**src/rtl/min_pkg.sv**
```systemverilog
// Shared constants and types for the min-channel arbiter.
package min_pkg;

  localparam int unsigned CHAN_W = 10;
  localparam int unsigned CNT_W  = 16;

  localparam logic [1:0] IDX_RED   = 2'd0;
  localparam logic [1:0] IDX_GREEN = 2'd1;
  localparam logic [1:0] IDX_BLUE  = 2'd2;

  localparam logic SRC_A = 1'b0;
  localparam logic SRC_B = 1'b1;

  typedef struct packed {
    logic [CHAN_W-1:0] red;
    logic [CHAN_W-1:0] green;
    logic [CHAN_W-1:0] blue;
  } pixel_t;

endpackage

```
**src/rtl/min3_select.sv**
```systemverilog
// Combinational minimum-of-three channel selector; ties favour the lower index.
module min3_select
  import min_pkg::*;
(
  input  logic [CHAN_W-1:0] red,
  input  logic [CHAN_W-1:0] green,
  input  logic [CHAN_W-1:0] blue,
  output logic [CHAN_W-1:0] value,
  output logic [1:0]        index
);

  // Priority compare: red, then green, then blue (<= keeps ties on the lower index).
  always_comb begin
    value = red;
    index = IDX_RED;
    if (red <= green && red <= blue) begin
      value = red;
      index = IDX_RED;
    end else if (green <= blue) begin
      value = green;
      index = IDX_GREEN;
    end else begin
      value = blue;
      index = IDX_BLUE;
    end
  end

endmodule

```
**src/rtl/min_arbiter.sv**
```systemverilog
// Two-requester round-robin arbiter feeding a two-stage min-channel pipeline,
// with per-source delivered-result counters.
module min_arbiter
  import min_pkg::*;
(
  input  logic              clk,
  input  logic              rst,
  input  logic              a_valid,
  output logic              a_ready,
  input  logic [CHAN_W-1:0] a_red,
  input  logic [CHAN_W-1:0] a_green,
  input  logic [CHAN_W-1:0] a_blue,
  input  logic              b_valid,
  output logic              b_ready,
  input  logic [CHAN_W-1:0] b_red,
  input  logic [CHAN_W-1:0] b_green,
  input  logic [CHAN_W-1:0] b_blue,
  output logic              out_valid,
  input  logic              out_ready,
  output logic [CHAN_W-1:0] out_value,
  output logic [1:0]        out_index,
  output logic              out_src,
  input  logic              clr_cnt,
  output logic [CNT_W-1:0]  cnt_a,
  output logic [CNT_W-1:0]  cnt_b
);

  logic   adv;
  logic   grant_a;
  logic   grant_b;
  logic   a_fire;
  logic   b_fire;
  logic   in_fire;
  logic   out_fire;
  logic   last_grant;
  pixel_t pix_a;
  pixel_t pix_b;

  logic   s1_valid;
  pixel_t s1_pix;
  logic   s1_src;

  logic [CHAN_W-1:0] sel_value;
  logic [1:0]        sel_index;

  assign pix_a = '{red: a_red, green: a_green, blue: a_blue};
  assign pix_b = '{red: b_red, green: b_green, blue: b_blue};

  assign adv = !out_valid || out_ready;

  // Round-robin grant; with nothing requesting, A holds the grant. Grants depend on
  // the requesters' valids, but this block never derives a valid from a ready.
  always_comb begin
    grant_a = 1'b1;
    if (a_valid && b_valid) begin
      grant_a = (last_grant == SRC_B);
    end else if (b_valid) begin
      grant_a = 1'b0;
    end
  end

  assign grant_b  = !grant_a;
  assign a_ready  = !rst && adv && grant_a;
  assign b_ready  = !rst && adv && grant_b;
  assign a_fire   = a_valid && a_ready;
  assign b_fire   = b_valid && b_ready;
  assign in_fire  = a_fire || b_fire;
  assign out_fire = out_valid && out_ready;

  // Round-robin history moves only on an accepted pixel.
  always_ff @(posedge clk) begin
    if (rst) begin
      last_grant <= SRC_B;
    end else if (in_fire) begin
      last_grant <= b_fire ? SRC_B : SRC_A;
    end
  end

  // Stage 1: capture the granted pixel and its source.
  always_ff @(posedge clk) begin
    if (rst) begin
      s1_valid <= 1'b0;
      s1_pix   <= '0;
      s1_src   <= SRC_A;
    end else if (adv) begin
      s1_valid <= in_fire;
      if (in_fire) begin
        s1_pix <= b_fire ? pix_b : pix_a;
        s1_src <= b_fire ? SRC_B : SRC_A;
      end
    end
  end

  min3_select u_min3_select (
    .red   (s1_pix.red),
    .green (s1_pix.green),
    .blue  (s1_pix.blue),
    .value (sel_value),
    .index (sel_index)
  );

  // Stage 2: register the selected minimum; a stage-1 bubble clears out_valid.
  always_ff @(posedge clk) begin
    if (rst) begin
      out_valid <= 1'b0;
      out_value <= '0;
      out_index <= IDX_RED;
      out_src   <= SRC_A;
    end else if (adv) begin
      out_valid <= s1_valid;
      if (s1_valid) begin
        out_value <= sel_value;
        out_index <= sel_index;
        out_src   <= s1_src;
      end
    end
  end

  // Delivered-result counters; clear beats a coincident increment.
  always_ff @(posedge clk) begin
    if (rst || clr_cnt) begin
      cnt_a <= '0;
      cnt_b <= '0;
    end else if (out_fire) begin
      if (out_src == SRC_A) begin
        cnt_a <= cnt_a + CNT_W'(1);
      end else begin
        cnt_b <= cnt_b + CNT_W'(1);
      end
    end
  end

endmodule

```
**config.mk**
```make
export PLATFORM = sky130hd
export DESIGN_NAME = min_arbiter
export DESIGN_NICKNAME = d
export VERILOG_FILES = /design/src/rtl/min_pkg.sv /design/src/rtl/min3_select.sv /design/src/rtl/min_arbiter.sv
export SDC_FILE = /design/constraint.sdc
export NUM_CORES = 1
export LEC_CHECK = 0
export CAP_MARGIN = 25
export CORE_ASPECT_RATIO = 0.8
export CORE_MARGIN = 3
export CORE_UTILIZATION = 44
export DETAILED_ROUTE_END_ITERATION = 16
export PLACE_DENSITY = 0.74
export SKIP_CTS_REPAIR_TIMING = 1
export SYNTH_ARGS = -nofsm -noshare
export SYNTH_HDL_FRONTEND = slang
export SYNTH_SLANG_ARGS = --single-unit
```
**constraint.sdc**
```tcl
create_clock -name clk -period 1.8 [get_ports clk]
set_input_delay 0.36 -clock clk [delete_from_list [all_inputs] [get_ports clk]]
set_output_delay 0.36 -clock clk [all_outputs]
set_load 0.01 [all_outputs]
```
==> impl_results.md, run 1 <==
* Outcome: finished with violations
* Failing checks: setup timing
* Achievable clock frequency at 465.7 MHz
* Worst setup path end: out_value[0]
* ANT nets after route at 0
* IO Count at roughly 110
* Routed len/inst at ~18 um
* Row cnt at 31
* Cell-internal power at approximately 4 mW
* Final Routed Wirelength at roughly 14000 um
* Top_reg_cell synth: dfxtp_1
* Crit path depth at 9
* Cell area after synthesis at between 4000 and 5000 um^2
* Slew Limit Fails at 0
* Total power at 5.735 mW
* Clock Power Share at 0.344
* Residual DRC at 0
* Req. time, crit path at 2.02 ns
* Pin count of the biggest net entering global routing at 63
* CP arrival at between 2 and 2.5 ns
* R2R setup slack at -0.35 ns
* NetSw at 1.718 mW
* Syn Inst Count at about 480
* Sequential area share after synthesis at 0.3694
* GRT Residual Overflow at 0
* Final hold vios at 0
* Slew @ Worst Pin at ~0.61 ns
* Switch share at 0.2996
* TritonCTS buffer count at 9
* Final setup fails at 12
* Antenna violations before repair at 0
* Slowest library cell on the worst path: o211ai_1
* Crit path cell chain: inv_2, ha_4, and3_4, o21ai_2, o211ai_1, a221oi_4, buf_6, a32oi_4, o41ai_4
* Nets at ~740
* Worst Slack Setup Final at -0.3472 ns
* First-pass GRT wire length at 20000 um
* Core area at 9270 um^2
* Die height at between 90 and 100 um
* YS warnings at 0
* PortBufs at 113
* Family with the most delay on the worst path: compound AO/OA/AOI/OAI gates
* Crit path launch: s1_pix[18]
* Area Overhead vs Synth at 57.98%
* Number of synthesized register bits at a little under 80
* Crit Path Category: reg2reg
* Worst-case clock buffer depth at 2
* DIE AREA at between 10000 and 15000 um^2
* Critical Path Source Type: flop
* H-tree depth at 3
* VDD IR-drop max at around 0.00058 V
* Worst-skew pair later-pin latency at approximately 0.34 ns
* Max incr delay on CP at around 0.44 ns
* Drt via density at between 5 and 6
* Post-synthesis async set-or-reset flop share at 0
* Post-synth EDFFs at 0
* Iter 0 DRT Violations at 274
* Power per cell area at about 850 nW/um^2
* Final worst path period share at 1.193
* P_leak at 2.658 nW
* Clk root buf: clkbuf_16
* Period minus WS final at 2.147 ns
* Worst reg2reg path startpoint: s1_pix[18]
* Pre-antenna DRT Iters at 4
* Worst R2R Path Depth at 9
* # fillers at around 680
* Vias in the first global route at slightly above 4000
* CTS tree: built
* Initial Util at 0.4619
* Share of cells above drive strength 1 at 0.2627
* Count of cell types in the netlist at 48
* RePlAce Congestion at 0.9370
* Combinational share of power at 0.315
* Flop pwr share at 0.341
* Unrepaired setup endpoints after global routing: yes
* Worst setup EP type: flop
* Max-cap viol count at 0
* Hold_ws at ~0.46 ns
* Clk_skew at 0.004185 ns
* Total Routing Usage GR at 0.2324
* DIE WIDTH at 116.3 um
* Worst R2R End: out_value[0]
* Synthesized area per cell at a little under 9 um^2
* HP Class: reg2reg
* Num Clock Sinks at 79
* CP bufs+invs at 2
* Mapped Nets at approximately 580
* Clock slew at reported path FFs at about 0.060 ns
* Crit path max fanout at 7
* Total number of vias at 4276
* Rel. slew slack at 0.5954
* TNS Setup at -3.708 ns
* Post-DP HPWL at 9561 um
* N_diodes at 0
[routing by layer]
metal  GRT usage  wire (um)
met5           0          0
met4     0.06763        242
met3     0.05473        976
met2      0.3700       6659
met1      0.3125       6033
[cells in the mapped netlist (all sizes together) (5+ instances only)]
master    n  area (um^2)
or3      13        81.33
a32oi    10        87.58
a211oi   31        232.7
buf      11        58.80
o2111ai   9        78.83
mux2i    34        340.3
nor2     66        250.2
nor3      6        40.04
inv      26        97.59
a21oi    13        65.06
dfxtp    79         1582
and3     12        75.07
xor2     19        166.4
nor3b    10        80.07
nand2    29        108.9
xnor2     8        70.07
nand4     7        50.05
clkbuf   17        63.81
o21ai     8        40.04
nand3    12        60.06
a21o      5        37.54
ha       32        400.4
[registers in the layout, indices dropped and copies added, names as in the netlist]
register and count:
cnt_b 16, out_src 1, s1_pix 30, cnt_a 16, out_value 10, last_grant 1
out_index 2, s1_valid 1, out_valid 1, s1_src 1
[worst min-delay path by stage]
stage	depth (start not counted)	to	slack [ns]	from
after global placement	2	out_index[1]	0.45	out_index[1]
after CTS	2	out_index[1]	0.46	out_index[1]
final	2	out_index[1]	0.46	out_index[1]
after detailed placement	2	out_index[1]	0.45	out_index[1]
after global routing	2	out_index[1]	0.48	out_index[1]
after floorplan	2	s1_src	0.44	s1_src
[cell families after synthesis]
group / count (synthesis) / share of synthesized area
and+or+nand+nor: 165 / 0.1911
AOI/OAI and AO/OA: 90 / 0.1599
DFF: 79 / 0.3694
buffers and inverters: 54 / 0.05143
muxes: 34 / 0.07949
adders and majority gates: 32 / 0.09351
xor gates and xnor gates: 27 / 0.05523
[power groups by stage]
stage	clock network, mW	logic (mW)	registers (mW)
after global placement	0	1.34	1.98
final	1.97	1.81	1.96
after floorplan	0	0.782	1.97
after global routing	2.07	1.92	1.97
after detailed placement	0	1.39	1.98
after CTS	2.00	1.41	1.94
[through the flow]
stage | std cells | utilization | setup WS (ns) | area, um^2
after global routing | 766 | 0.7297 | -0.4461 | 6764
final | 766 | 0.7297 | -0.3472 | 6764
after floorplan | 481 | - | -0.09895 | 4350
after detailed placement | 742 | 0.6429 | -0.4182 | 5959
after CTS | 758 | 0.6778 | -0.3964 | 6284
after global placement | 742 | 0.6429 | -0.4159 | 5959
[final cells by class]
| cell class | count | area [um^2] | area share |
|---|---|---|---|
| multi-input cells | 349 | 2893 | 0.4277 |
| clock inverters | 5 | 81.33 | 0.01202 |
| inverters | 26 | 97.59 | 0.01443 |
| well taps | 115 | 143.9 | 0.02127 |
| clock buffers | 11 | 242.7 | 0.03589 |
| flip-flops and latches | 79 | 1619 | 0.2394 |
| repair buffers | 181 | 1687 | 0.2494 |
[cells in the final DEF (no fill, tap or decap), types with 3 or more instances in the layout]
cell type,netlist,final
a211oi_1,31,29
dfxtp_4,0,6
a21o_1,5,5
xnor2_1,8,8
nor3b_1,9,9
a21oi_1,13,8
and3_1,12,6
or3_1,13,9
nor2_1,65,64
a21oi_2,0,5
nand2_1,29,26
mux2i_1,34,33
and3_4,0,6
xor2_1,19,19
a32oi_1,10,9
o2111ai_2,0,4
ha_4,0,12
or3_4,0,4
and4_1,3,3
dfxtp_1,79,61
inv_1,26,18
nand3_1,12,10
buf_4,2,62
clkdlybuf4s50_1,0,110
ha_1,32,20
dfxtp_2,0,12
inv_2,0,8
nand4_1,6,6
nand2_2,0,3
clkbuf_16,0,10
buf_6,0,4
nor3_1,4,4
o21ai_0,6,4
o2111ai_1,9,5
o21ai_1,2,3
[worst register-to-register path, stage by stage, from the launching register on]
cell	delay [ns]
dfxtp_4	0.38
inv_2	0.05
ha_4	0.26
and3_4	0.19
o21ai_2	0.06
o211ai_1	0.44
a221oi_4	0.15
buf_6	0.18
a32oi_4	0.21
o41ai_4	0.11
Power figures use the tool's default switching activity.
==> run 2, diff against run 1 <==
--- a/config.mk
+++ b/config.mk
@@ -5,11 +5,11 @@
 export SDC_FILE = /design/constraint.sdc
 export NUM_CORES = 1
 export LEC_CHECK = 0
-export CAP_MARGIN = 25
 export CORE_ASPECT_RATIO = 0.8
 export CORE_MARGIN = 3
 export CORE_UTILIZATION = 44
 export DETAILED_ROUTE_END_ITERATION = 16
+export MAX_ROUTING_LAYER = met4
 export PLACE_DENSITY = 0.74
 export SKIP_CTS_REPAIR_TIMING = 1
 export SYNTH_ARGS = -nofsm -noshare
==> run 2 against run 1 <==
The run still ends with setup timing left. Power fell by 1.1%. Global-route usage rose by 0.26 points. Cell area about the same. Sequential power about the same. Wire length up 3.1%. Worst setup slack worse by 0.027 ns. Worst hold slack improved by 0.023 ns. Clock power fell by 5%. Flip-flop and latch count did not move. Count of clock-buffer cells in the layout stayed put. Critical path type unchanged. Highest routed layer unchanged.
==> impl_results.md, run 2 (synthesized netlist as in run 1, its figures left out) <==
* Final hold vios at 0 (unchanged)
* GR Util met2 at 0.3533 (-0.01667)
* H-tree depth at 3 (unchanged)
* Worst setup EP type: flop
* # fillers at 663 (-1.8%)
* Row cnt at 31 (unchanged)
* Global routing usage on met1 at 0.3176 (+0.005005)
* Register Area at 1619 um^2 (unchanged)
* Iter 0 DRT Violations at 249 (-9.1%)
* Combinational share of power at 0.325 (+0.010)
* Worst-case clock buffer depth at 2 (unchanged)
* Rel. slew slack at 0.5991 (+0.003652)
* Crit path cell chain: ha_4, and3_4, a221oi_2, o211ai_1, a221o_2, nand4_1, a21oi_2
* Max-cap viol count at 0 (unchanged)
* Most frequent cells in the layout: 110 x clkdlybuf4s50_1, 64 x nor2_1, 63 x dfxtp_1, 57 x buf_4, 34 x mux2i_1
* Nets at 744 (unchanged)
* Final setup fails at 12 (unchanged)
* Share of cells above drive strength 1 at 0.2550 (-0.007680)
* DIE WIDTH at 116.3 um (unchanged)
* VDD IR-drop max at 0.0004762 V (-18%)
* Switch share at 0.3073 (+0.007736)
* Num Clock Sinks at 79 (unchanged)
* Total Routing Usage GR at 0.2351 (+0.002643)
* Clk root buf: clkbuf_16
* Period minus WS final at 2.174 ns (+0.02692 ns)
* Hold depth at 2 (unchanged)
* Achievable clock frequency at 459.9 MHz (-1.2%)
* Reg with most FFs: s1_pix
* Crit Path Category: reg2reg
* Residual DRC at 0 (unchanged)
* RePlAce Congestion at 0.9471 (+1.1%)
* NetSw at 1.743 mW (+1.4%)
* Worst R2R Path Depth at 7 (-2)
* Post-DP HPWL at 9461 um (-1.1%)
* IO Count at 114 (unchanged)
* Outcome: finished with violations
* Max incr delay on CP at 0.50 ns (+0.06 ns)
* Number of flip-flops in the largest register at 30 (unchanged)
* Unrepaired setup endpoints after global routing: yes
* Clk_skew at 0.005717 ns (+0.001532 ns)
* CTS tree: built
* N_diodes at 0 (unchanged)
* Area of the multi-input gates at 2875 um^2 (-0.61%)
* Failing checks: setup timing
* Core area at 9270 um^2 (unchanged)
* Slowest library cell on the worst path: a221o_2
* TNS Setup at -3.905 ns (-0.1970 ns)
* Commonest non-fill, non-tap cell in the layout: clkdlybuf4s50_1
* Area Overhead vs Synth at 57.92% (about the same)
* ANT nets after route at 0 (unchanged)
* Die height at 94.23 um (unchanged)
* Most Crowded Layer GR: met2
* Slew Limit Fails at 0 (unchanged)
* DIE AREA at 10960 um^2 (unchanged)
* Vias in the first global route at 4048 (-2.2%)
* GR Util met3 at 0.05731 (+0.002576)
* PortBufs at 113 (unchanged)
* Power per cell area at 838.7 nW/um^2 (-1.1%)
* Final worst path period share at 1.208 (+0.01495)
* Worst-skew pair later-pin latency at 0.34 ns (about the same)
* Antenna violations before repair at 0 (unchanged)
* Drt via density at 5.721 (+2.5%)
* TritonCTS buffer count at 9 (unchanged)
* Place WS at -0.4174 ns (+0.0007230 ns)
* Total number of vias at 4382 (+2.5%)
* Req. time, crit path at 2.02 ns (about the same)
* Clock slew at reported path FFs at 0.06 ns (about the same)
* Routed len/inst at 18.73 um (+3.1%)
* Flop pwr share at 0.346 (+0.005)
* GRT Residual Overflow at 0 (unchanged)
* Crit path max fanout at 5 (-2)
* Worst Slack Setup Final at -0.3742 ns (-0.02692 ns)
* First-pass GRT wire length at 19600 um (-2.0%)
* Initial Util at 0.4619 (unchanged)
* Pre-antenna DRT Iters at 5 (+1)
* Pin count of the biggest net entering global routing at 52 (-17%)
* Largest regs: s1_pix x30, cnt_a x16, cnt_b x16
* CP arrival at 2.39 ns (+0.03 ns)
* Final Routed Wirelength at 14350 um (+3.1%)
* Clock Power Share at 0.329 (-0.015)
* Cell-internal power at 3.928 mW (-2.2%)
* HP Class: reg2reg
* Critical Path Source Type: flop
* Final core utilization at 0.7294 (about the same)
* P_leak at 2.657 nW (about the same)
* Slew @ Worst Pin at 0.6014 ns (-0.005477 ns)
==> run 2: changes by cell type in the layout (fill, tap and decap cells not counted), moves of 3 or more <==
cell	delta
inv_2	-3
buf_6	+4
dfxtp_2	-3
buf_4	-5
==> run 2: through the flow <==
step	std cells	instance area [um^2]	power (mW)	hold WS (ns)
after global routing	766	6761	5.888	0.5013
final	766	6761	5.671	0.4827
after CTS	759	6289	5.242	0.4700
after detailed placement	743	5979	3.371	0.4501
after floorplan	481	4350	2.757	0.4353
after global placement	743	5979	3.328	0.4479
==> run 2: metal layers <==
| layer | share of wire | up-vias |
|---|---|---|
| li1 | - | 2068 |
| met3 | 0.081 | 46 |
| met4 | 0.026 | 0 |
| met5 | 0 | - |
| met2 | 0.47 | 195 |
| met1 | 0.42 | 2073 |
==> run 2: final timing paths <==
path                                   start      endpoint  slack [ns]
worst min-delay path            out_index[0]  out_index[0]        0.48
worst max register to register    s1_pix[26]  out_index[1]       -0.37
worst max-delay path              s1_pix[26]  out_index[1]       -0.37
worst min register to register  out_index[0]  out_index[0]        0.48
==> run 2: critical path, delay by kind of cell, from the launching register on <==
| kind | cells | cell delay [ns] |
|---|---|---|
| compound gates | 4 | 1.08 |
| simple gates | 2 | 0.32 |
| flops | 1 | 0.43 |
| fa+ha+maj | 1 | 0.24 |
==> run 2: final cells by class <==
type,count,area share
Multi-Input combinational cell,349,0.4252
Timing Repair Buffer,181,0.2535
Sequential cell,79,0.2395
Clock buffer,11,0.03738
Tap cell,115,0.02128
Inverter,26,0.01480
Clock inverter,5,0.008327
==> run 2: power groups by stage <==
| stage | Combinational, mW | Sequential, mW | Clock, mW |
|---|---|---|---|
| after floorplan | 0.782 | 1.97 | 0 |
| after global placement | 1.35 | 1.98 | 0 |
| after detailed placement | 1.39 | 1.98 | 0 |
| after CTS | 1.40 | 1.94 | 1.89 |
| after global routing | 1.95 | 1.97 | 1.97 |
| final | 1.85 | 1.96 | 1.87 |
==> run 3, diff against run 2 <==
--- a/config.mk
+++ b/config.mk
@@ -8,6 +8,7 @@
 export CORE_ASPECT_RATIO = 0.8
 export CORE_MARGIN = 3
 export CORE_UTILIZATION = 44
+export CTS_CLUSTER_DIAMETER = 80
 export DETAILED_ROUTE_END_ITERATION = 16
 export MAX_ROUTING_LAYER = met4
 export PLACE_DENSITY = 0.74
==> results of run 3 <==
No change in the layout: final DEF, timing and power equal those of run 2.
